## config.mk

```make
export PLATFORM = sky130hd
export DESIGN_NAME = ext_int_ctl
export DESIGN_NICKNAME = d
export VERILOG_FILES = /design/src/rtl/ext_int_pkg.sv /design/src/rtl/int_prio_select.sv /design/src/rtl/ext_int_ctl.sv
export SDC_FILE = /design/constraint.sdc
export NUM_CORES = 1
export LEC_CHECK = 0
export BUFFER_PORTS_ARGS = -buffer_cell sky130_fd_sc_hd__buf_2
export CAP_MARGIN = 20
export CORE_MARGIN = 3
export CORE_UTILIZATION = 35
export CTS_CLUSTER_DIAMETER = 120
export CTS_CLUSTER_SIZE = 20
export DETAILED_ROUTE_END_ITERATION = 10
export SLEW_MARGIN = 10
export SYNTH_ARGS = -nofsm -noshare
export SYNTH_HDL_FRONTEND = slang
export SYNTH_SLANG_ARGS = --single-unit
```

## constraint.sdc

```tcl
create_clock -name clk -period 26.7 [get_ports clk]
set_input_delay 6.675 -clock clk [delete_from_list [all_inputs] [get_ports clk]]
set_output_delay 6.675 -clock clk [all_outputs]
set_load 0.005 [all_outputs]
```

## src/rtl/ext_int_pkg.sv

```systemverilog
// Shared constants for the external interrupt controller: register word offsets,
// interrupt ID width and the bus response state encoding.
package ext_int_pkg;

    localparam int ID_WIDTH = 5;

    // Word offsets within the 64-byte window, taken from bus_addr[5:2]
    localparam logic [3:0] REG_PENDING   = 4'h0;
    localparam logic [3:0] REG_ENABLE    = 4'h1;
    localparam logic [3:0] REG_THRESHOLD = 4'h2;
    localparam logic [3:0] REG_CLAIM     = 4'h3;
    localparam logic [3:0] REG_PRIO_BASE = 4'h4;

    typedef enum logic {
        BUS_IDLE,
        BUS_RESP
    } bus_state_e;

    // Source index addressed by a PRIORITY word offset; negative below the priority block.
    function automatic int prio_index(input logic [3:0] word);
        return int'(word) - int'(REG_PRIO_BASE);
    endfunction

endpackage

```

## src/rtl/int_prio_select.sv

```systemverilog
// Combinational priority reduction: picks the highest-priority eligible source,
// lowest index on ties, and reports its ID (0 when nothing is eligible).
module int_prio_select
    import ext_int_pkg::*;
#(
    parameter int Sources   = 8,
    parameter int PrioWidth = 3
) (
    input  logic [Sources-1:0]                pending,
    input  logic [Sources-1:0]                enable,
    input  logic [Sources-1:0][PrioWidth-1:0] prio,
    input  logic [PrioWidth-1:0]              threshold,
    output logic [ID_WIDTH-1:0]               best_id,
    output logic                              any_eligible
);

    logic [PrioWidth-1:0] best_prio;

    // NOTE: every output of this block is given a default first, so no path leaves a latch behind.
    always_comb begin
        best_id      = '0;
        best_prio    = '0;
        any_eligible = 1'b0;
        for (int i = 0; i < Sources; i++) begin
            if (pending[i] && enable[i] && (prio[i] > threshold)) begin
                // Strict compare keeps the earlier (lower) index on equal priority
                if (!any_eligible || (prio[i] > best_prio)) begin
                    best_prio = prio[i];
                    best_id   = ID_WIDTH'(i + 1);
                end
                any_eligible = 1'b1;
            end
        end
    end

endmodule

```

## src/rtl/ext_int_ctl.sv

```systemverilog
// External interrupt controller: synchronises level requests, gates them into pending bits,
// and serves enable/threshold/priority/claim registers on the arilla bus; drives exti.
module ext_int_ctl
    import ext_int_pkg::*;
#(
    parameter int          Sources     = 8,
    parameter int          PrioWidth   = 3,
    parameter logic [31:0] BaseAddress = 32'h0000_F000
) (
    input  logic               clk,
    input  logic               rst_n,
    input  logic [Sources-1:0] irq_src,
    input  logic [31:0]        bus_addr,
    input  logic [31:0]        bus_wdata,
    input  logic               bus_rd,
    input  logic               bus_wr,
    output logic [31:0]        bus_rdata,
    output logic               bus_complete,
    output logic               exti
);

    logic [Sources-1:0]                sync_meta;
    logic [Sources-1:0]                sync_level;
    logic [Sources-1:0]                pending;
    logic [Sources-1:0]                enable;
    logic [Sources-1:0]                gate_open;
    logic [Sources-1:0]                gate_set;
    logic [Sources-1:0]                claim_clr;
    logic [Sources-1:0]                reopen;
    logic [PrioWidth-1:0]              threshold;
    logic [Sources-1:0][PrioWidth-1:0] prio;

    logic [ID_WIDTH-1:0] best_id;
    logic                any_eligible;

    logic                in_window;
    logic                acc_rd;
    logic                acc_wr;
    logic [3:0]          word;
    logic                claim_rd;
    logic                complete_wr;
    logic [ID_WIDTH-1:0] complete_id;
    logic [31:0]         read_data;
    logic [31:0]         rdata_q;

    bus_state_e state;
    bus_state_e state_next;

    logic unused_bits;

    // ---------------------------------------------------------------- bus decode
    assign in_window   = (bus_addr[31:6] == BaseAddress[31:6]);
    assign acc_wr      = in_window & bus_wr;
    assign acc_rd      = in_window & bus_rd & ~bus_wr;  // a write on the same cycle wins
    assign word        = bus_addr[5:2];
    assign claim_rd    = acc_rd & (word == REG_CLAIM);
    assign complete_wr = acc_wr & (word == REG_CLAIM);
    assign complete_id = bus_wdata[ID_WIDTH-1:0];
    assign unused_bits = ^{bus_addr[1:0], bus_wdata};

    // ---------------------------------------------------------------- synchroniser
    // NOTE: non-blocking assignments let sync_level take the old sync_meta, giving two true flop stages.
    always_ff @(posedge clk or negedge rst_n) begin
        if (!rst_n) begin
            sync_meta  <= '0;
            sync_level <= '0;
        end else begin
            sync_meta  <= irq_src;
            sync_level <= sync_meta;
        end
    end

    // ---------------------------------------------------------------- gateways and pending
    assign gate_set = gate_open & sync_level;

    always_comb begin
        claim_clr = '0;
        reopen    = '0;
        for (int i = 0; i < Sources; i++) begin
            claim_clr[i] = claim_rd && (best_id == ID_WIDTH'(i + 1));
            reopen[i]    = complete_wr && !gate_open[i] && (complete_id == ID_WIDTH'(i + 1));
        end
    end

    always_ff @(posedge clk or negedge rst_n) begin
        if (!rst_n) begin
            pending   <= '0;
            gate_open <= '1;
        end else begin
            pending   <= (pending & ~claim_clr) | gate_set;
            gate_open <= (gate_open & ~gate_set) | reopen;
        end
    end

    // ---------------------------------------------------------------- configuration registers
    // NOTE: the priority table is a bank of flops, not a RAM, so it takes the async reset like the rest.
    always_ff @(posedge clk or negedge rst_n) begin
        if (!rst_n) begin
            enable    <= '0;
            threshold <= '0;
            prio      <= '0;
        end else if (acc_wr) begin
            if (word == REG_ENABLE) begin
                enable <= bus_wdata[Sources-1:0];
            end
            if (word == REG_THRESHOLD) begin
                threshold <= bus_wdata[PrioWidth-1:0];
            end
            for (int i = 0; i < Sources; i++) begin
                if (prio_index(word) == i) begin
                    prio[i] <= bus_wdata[PrioWidth-1:0];
                end
            end
        end
    end

    int_prio_select #(
        .Sources   (Sources),
        .PrioWidth (PrioWidth)
    ) u_prio_select (
        .pending      (pending),
        .enable       (enable),
        .prio         (prio),
        .threshold    (threshold),
        .best_id      (best_id),
        .any_eligible (any_eligible)
    );

    // ---------------------------------------------------------------- read mux
    always_comb begin
        read_data = '0;
        case (word)
            REG_PENDING:   read_data[Sources-1:0]   = pending;
            REG_ENABLE:    read_data[Sources-1:0]   = enable;
            REG_THRESHOLD: read_data[PrioWidth-1:0] = threshold;
            REG_CLAIM:     read_data[ID_WIDTH-1:0]  = best_id;
            default: begin
                for (int i = 0; i < Sources; i++) begin
                    if (prio_index(word) == i) begin
                        read_data[PrioWidth-1:0] = prio[i];
                    end
                end
            end
        endcase
    end

    // ---------------------------------------------------------------- bus response FSM
    always_ff @(posedge clk or negedge rst_n) begin
        if (!rst_n) begin
            state <= BUS_IDLE;
        end else begin
            state <= state_next;
        end
    end

    always_comb begin
        state_next = BUS_IDLE;
        if (acc_rd || acc_wr) begin
            state_next = BUS_RESP;
        end
    end

    always_comb begin
        bus_complete = (state == BUS_RESP);
    end

    // Read data is captured with the strobe so a claim reports the pre-clear best_id
    always_ff @(posedge clk or negedge rst_n) begin
        if (!rst_n) begin
            rdata_q <= '0;
        end else begin
            rdata_q <= acc_rd ? read_data : '0;
        end
    end

    assign bus_rdata = rdata_q;

    // ---------------------------------------------------------------- interrupt output
    always_ff @(posedge clk or negedge rst_n) begin
        if (!rst_n) begin
            exti <= 1'b0;
        end else begin
            exti <= any_eligible;
        end
    end

endmodule

```

==> results of run 1 <==
placed cells by master, fill, tap and decap left out, types with 3 or more instances in the layout:
master,netlist,final
buf_2,1,58
a21o_1,5,5
ha_1,39,39
mux2_4,4,4
nor4_1,7,7
nand3_1,19,19
mux2i_1,12,12
nand3b_1,3,3
nor3_1,9,9
o21a_1,5,5
o21ai_0,22,22
a31oi_1,6,6
clkbuf_16,0,9
or3_1,6,6
o21ai_1,3,3
a32oi_1,5,5
a21oi_1,17,17
dfrtp_1,69,69
nand2_1,46,46
o31ai_1,9,9
dfstp_2,8,8
conb_1,1,24
nor2_1,44,44
nor2b_1,13,13
o211ai_1,6,6
a41oi_1,6,6
mux2_2,30,30
nand2b_1,12,12
inv_1,21,21
o2111ai_1,4,4
cell usage after synthesis (8+ instances only):
| cell type | n |
|---|---|
| mux2i_1 | 12 |
| inv_1 | 21 |
| dfstp_2 | 8 |
| nor2b_1 | 13 |
| o21ai_0 | 22 |
| buf_4 | 24 |
| dfrtp_1 | 69 |
| nor3_1 | 9 |
| nand2b_1 | 12 |
| a21oi_1 | 17 |
| nand2_1 | 46 |
| mux2_2 | 30 |
| nor2_1 | 44 |
| o31ai_1 | 9 |
| ha_1 | 39 |
| nand3_1 | 19 |
registers in the layout (all words and copies together) (netlist names):
register,cells
pending,8
threshold,3
sync_meta,8
sync_level,8
enable,8
gate_open,8
bus_complete,1
exti,1
bus_rdata,8
prio,24
through the flow:
| stage | area (um^2) | util (%) | setup slack [ps] | total power [W] | std cells |
|---|---|---|---|---|---|
| floorplan | 5116 | - | 15450 | 0.0001287 | 534 |
| finish | 5717 | 40.87 | 13220 | 0.0002547 | 755 |
| global placement | 5416 | 38.72 | 13620 | 0.0001341 | 739 |
| global route | 5717 | 40.87 | 11980 | 0.0002643 | 755 |
| CTS | 5717 | 40.87 | 13270 | 0.0002578 | 755 |
| detailed placement | 5416 | 38.72 | 13350 | 0.0001343 | 739 |
final cells by class:
| class | instances | area, um^2 |
|---|---|---|
| Timing Repair Buffer | 60 | 305.3 |
| Tap cell | 180 | 225.2 |
| Clock buffer | 10 | 229.0 |
| Inverter | 21 | 78.83 |
| Clock inverter | 6 | 71.32 |
| Sequential cell | 77 | 1937 |
| Multi-Input combinational cell | 401 | 2870 |
| Fill cell | 1394 | 8272 |
worst max path at each step:
stage / slack [ps] / cells after the start / startpoint / end
floorplan: 15450 / 59 / threshold[1] / pending[0]
global placement: 13620 / 60 / threshold[1] / pending[1]
detailed placement: 13350 / 60 / threshold[1] / pending[0]
CTS: 13270 / 60 / threshold[1] / pending[0]
global route: 11980 / 60 / threshold[1] / pending[2]
finish: 13220 / 60 / threshold[1] / pending[0]
power by group:
group / leakage, nW / internal (W) / switching, W
clock: 0.140 / 0.0000732 / 0.0000494
sequential: 0.933 / 0.000118 / 0.000000570
combinational: 1.59 / 0.00000455 / 0.00000894
total: 2.66 / 0.000196 / 0.0000589
per-layer routing:
layer  up-vias  part of all wire, %  global-route usage, %
met2       155                   44                  26.32
met5         -                    0                      0
met1      1975                   47                  23.30
met3        18                  7.9                  5.004
met4         0                  1.4                  4.164
li1       1951                    -                      -
worst reg2reg max path: cells and delay by family, from the launching register on:
family	cells	cell delay, ps
and+or+nand+nor	17	2420
DFF	1	400
adders and majority gates	9	2360
AOI/OAI and AO/OA	25	5500
muxes	5	1640
buffers and inverters	4	1000
kinds of logic after synthesis:
logic type	after synthesis	synth area share [%]
simple gates	171	16.49
fa+ha+maj	40	9.901
buf+inv	56	6.144
compound gates	119	18.13
flops	77	38.51
mux	47	10.75
other cells	1	0.07456
==> impl_metrics.json, run 1 <==
{
  "wl_per_cell_um": 17.21,
  "clock-root-buffer": "clkbuf_16",
  "rsz0062_at_grt": "false",
  "cp_num_buf_inv": 4,
  "finalWirelength_um": 13000,
  "cp_slowest_stage_delay_ps": 780,
  "grt-ovfl-total": 0,
  "end_kind": "flop",
  "ys_types": 68,
  "netlist_area_um2": 5030,
  "whs_path_depth": 0,
  "p_leak_nw": 2.663,
  "cp_top_family": "compound AO/OA/AOI/OAI gates",
  "clk_path_buf_depth": 2,
  "period_minus_slack_ps": 13480,
  "row_count": 43,
  "power_per_cell_area_nw_per_um2": 44.55,
  "fmax_mhz": 74.19,
  "antenna_found_initial": 0,
  "yosysSeqAreaShare_pct": 38.51,
  "synth-edff-count": 0,
  "die_h_um": 125.9,
  "num_vias": 4099,
  "whs_ps": 347.2,
  "synthArstFlopShare_pct": 100.0,
  "timing.final.crit_share_pct": 50.48,
  "layout-drive-gt1-share_pct": 23.65,
  "grt_pass1_wl_um": 21420,
  "start_util_pct": 35.96,
  "hold_viol_final": 0,
  "crit_path_frequent_cell": "ha_1",
  "finalSetupViolations": 0,
  "tns_ps": 0,
  "clk_pin_slew_worst_paths_ps": 60,
  "drv_cap": 0,
  "r2r-end": "pending[0]",
  "synthDominantCellAreaShare_pct": 34.33,
  "cts_hold_buf": 0,
  "skew_ps": 5.472,
  "gp_congestion": 0.9936,
  "antenna_left": 0,
  "crit_slowest_cell": "o211ai_1",
  "clock-sinks": 77,
  "grt_pass1_vias": 4139,
  "netlist_instances": 511,
  "core_area_um2": 13990,
  "via_per_inst": 5.429,
  "grt_max_degree": 78,
  "max_slew_margin_pct": 34.58,
  "avgSynthCellArea_um2": 9.843,
  "min_delay_worst_endpoint": "sync_level[2]",
  "ys_top_cells_by_area": "dfrtp_1, ha_1, mux2_2",
  "critPathRequiredTime_ps": 26910,
  "peakVddDrop_mv": 0.03547,
  "route.detailed.drc": 0,
  "cts_setup_buffers": 0,
  "reg2regPathDepth": 60,
  "design.die.area_um2": 15850,
  "track_usage_pct": 16.93,
  "dieWidth_um": 125.9,
  "status": "complete, no violations",
  "worstReg2RegStart": "threshold[1]",
  "regToRegSetupSlack_ps": 13220,
  "ios": 110,
  "cts_tree": "yes",
  "ys_seq_elements": 77,
  "maxSlewViolCount": 0,
  "hpwl_um": 9865,
  "worstSetupStartpointType": "flop",
  "fin_nets": 685,
  "arrival_ps": 13690,
  "first_pass_iters": 5,
  "setup.worst_path.class": "reg -> reg",
  "tightest_slew_ps": 981.2,
  "cp_max_fo": 11,
  "worstSkewPairLatency_ps": 340,
  "synth_flop_cell": "dfrtp_1",
  "area_growth_pct": 13.66,
  "htreeDepth": 3,
  "io_buffers": 59,
  "yosysWarnings": 0,
  "hold_path_startpoint": "sync_meta[2]",
  "drt_iter0_drc": 226,
  "num_antenna_cells": 0,
  "cts_buffers": 9,
  "cts_resized": 0,
  "min_path_type": "reg -> reg",
  "yosys.area.top_type": "dfrtp_1"
}
Power figures use the tool's default switching activity.
==> inputs of run 2 (changes only) <==
- ABC_AREA: default -> 1
- clock period: 26.7 -> 12.6 ns (I/O delays scaled with it)
==> impl_metrics.json, run 2 <==
{
  "status": "complete, no violations",
  "clock-root-buffer": "clkbuf_16",
  "avgSynthCellArea_um2": 7.802,
  "rsz0062_at_grt": "false",
  "fmax_mhz": 103.3,
  "power_per_cell_area_nw_per_um2": 97.69,
  "die_h_um": 124.8,
  "hold_viol_final": 0,
  "num_vias": 4418,
  "tns_ps": 0,
  "hpwl_um": 9844,
  "yosysSeqAreaShare_pct": 39.22,
  "area_growth_pct": 14.62,
  "grt_pass1_wl_um": 20880,
  "grt_pass1_vias": 4352,
  "row_count": 42,
  "yosysWarnings": 0,
  "ys_types": 37,
  "regMostFlops": "prio",
  "design.die.area_um2": 15570,
  "min_path_type": "reg -> reg",
  "dieWidth_um": 124.8,
  "antenna_found_initial": 0,
  "clk_path_buf_depth": 2,
  "yosysMostFrequentCell": "nand2_1",
  "synthArstFlopShare_pct": 100.0,
  "drv_cap": 0,
  "io_buffers": 59,
  "first_pass_iters": 4,
  "cts_tree": "yes",
  "layout_commonest_cell": "nand2_1",
  "antenna_left": 0,
  "crit_slowest_cell": "inv_1",
  "cp_max_fo": 9,
  "ys_top_cells_by_count": "nand2_1, inv_1, dfrtp_1",
  "cts_hold_buf": 0,
  "fin_nets": 812,
  "arrival_ps": 9960,
  "grt_max_degree": 78,
  "gp_congestion": 0.9029,
  "crit_path_frequent_cell": "nand2_1",
  "cp_num_buf_inv": 11,
  "yosys.area.top_type": "dfrtp_1",
  "maxSlewViolCount": 0,
  "via_per_inst": 5.032,
  "end_kind": "flop",
  "layout-drive-gt1-share_pct": 16.38,
  "cts_buffers": 9,
  "wl_per_cell_um": 14.49,
  "synth-edff-count": 0,
  "clk_pin_slew_worst_paths_ps": 60,
  "timing.final.crit_share_pct": 76.84,
  "critPathRequiredTime_ps": 12880,
  "synthDominantCellAreaShare_pct": 34.96,
  "mostFrequentLayoutCells": "nand2_1, inv_1, dfrtp_1, o21ai_0, buf_2",
  "setup.worst_path.class": "reg -> reg",
  "regToRegSetupSlack_ps": 2920,
  "num_antenna_cells": 0,
  "max_slew_margin_pct": 36.28,
  "whs_ps": 346.2,
  "p_leak_nw": 2.813,
  "ys_top_cells_by_area": "dfrtp_1, nand2_1, ha_1",
  "tightest_slew_ps": 955.8,
  "track_usage_pct": 16.52,
  "finalSetupViolations": 0,
  "period_minus_slack_ps": 9682,
  "drt_iter0_drc": 198,
  "ios": 110,
  "worstSkewPairLatency_ps": 340,
  "n_fill_cell": 1356,
  "start_util_pct": 36.57,
  "cp_top_family": "simple AND/OR/NAND/NOR gates",
  "finalWirelength_um": 12720,
  "cts_resized": 0,
  "grt-ovfl-total": 0,
  "multiInputGateArea_um2": 2569,
  "skew_ps": 4.897,
  "htreeDepth": 3,
  "ys_seq_elements": 77,
  "cts_setup_buffers": 0,
  "worstSetupStartpointType": "flop",
  "cp_slowest_stage_delay_ps": 380,
  "netlist_instances": 633,
  "peakVddDrop_mv": 0.09400,
  "largest_reg_flops": 24,
  "clock-sinks": 77,
  "netlist_area_um2": 4938,
  "p_total_w": 0.0005530,
  "regArea_um2": 1937,
  "core_area_um2": 13510,
  "synth_flop_cell": "dfrtp_1",
  "route.detailed.drc": 0
}
==> run 2: changes by cell type in the layout (fill, tap and decap cells not counted), sizes merged, moves of 13 or more <==
cell / delta
nand4: +13
nand2: +125
inv: +59
nand3: +20
a21oi: +18
nor2b: -14
o21ai: +33
mux2: -31
==> run 2: kinds of logic (layout without fill, tap and decap cells) <==
kind of cell,count (synthesis),in the layout,synth area share [%]
AND/OR/NAND/NOR,281,281,26.12
AO/OA/AOI/OAI,118,118,13.50
buffers and inverters,114,160,10.51
flip-flops,77,77,39.22
adder cells (fa/ha/maj),39,39,9.881
multiplexers,3,3,0.6840
other,1,24,0.07593
==> run 2: area by class of cell <==
type,count,area share (%)
clock inverter,6,1.547
timing repair buffer,59,5.261
sequential,77,34.22
clock buffer,10,4.045
inverter,85,5.659
tap,176,3.890
multi-input combinational,465,45.38
==> run 2: per-layer routing <==
layer,up-vias,wire length (um),global-route usage (%)
met5,-,0,0
met4,0,324,6.641
met3,27,573,2.787
met2,131,6020,27.93
met1,2071,5805,20.98
li1,2189,-,-
==> run 2: path summary, 6_finish.rpt <==
kind                              start       endpoint  depth (start not counted)
max in group asynchronous         rst_n       prio[14]                          1
min reg2reg                sync_meta[2]  sync_level[2]                          0
min in group asynchronous         rst_n   sync_meta[7]                          1
max reg2reg                threshold[2]     pending[6]                         70
max                        threshold[2]     pending[6]                         70
min                        sync_meta[2]  sync_level[2]                          0
==> run 2: report_power, final <==
group / total (W) / switching (W) / internal [W]
combinational: 0.0000271 / 0.0000193 / 0.00000776
clock: 0.000275 / 0.000102 / 0.000173
sequential: 0.000251 / 0.000000595 / 0.000250
total: 0.000553 / 0.000122 / 0.000431
==> run 2: worst register-to-register path: cells and delay by family (launching register included) <==
family / cells / cell delay (ps)
DFF: 1 / 370
adders and majority gates: 8 / 2400
and+or+nand+nor: 38 / 3550
buffers and inverters: 11 / 1220
AOI/OAI and AO/OA: 13 / 2100
==> run 2: metrics by stage <==
| step | cells | utilization [%] | instance area, um^2 | setup slack (ps) |
|---|---|---|---|---|
| 6_report | 878 | 41.91 | 5660 | 2918 |
| 5_1_grt | 878 | 41.91 | 5660 | 1801 |
| 4_1_cts | 878 | 41.91 | 5660 | 2913 |
| 3_5_place_dp | 862 | 39.57 | 5344 | 2990 |
| 3_3_place_gp | 862 | 39.57 | 5344 | 3224 |
| 2_1_floorplan | 656 | - | 5025 | 4494 |
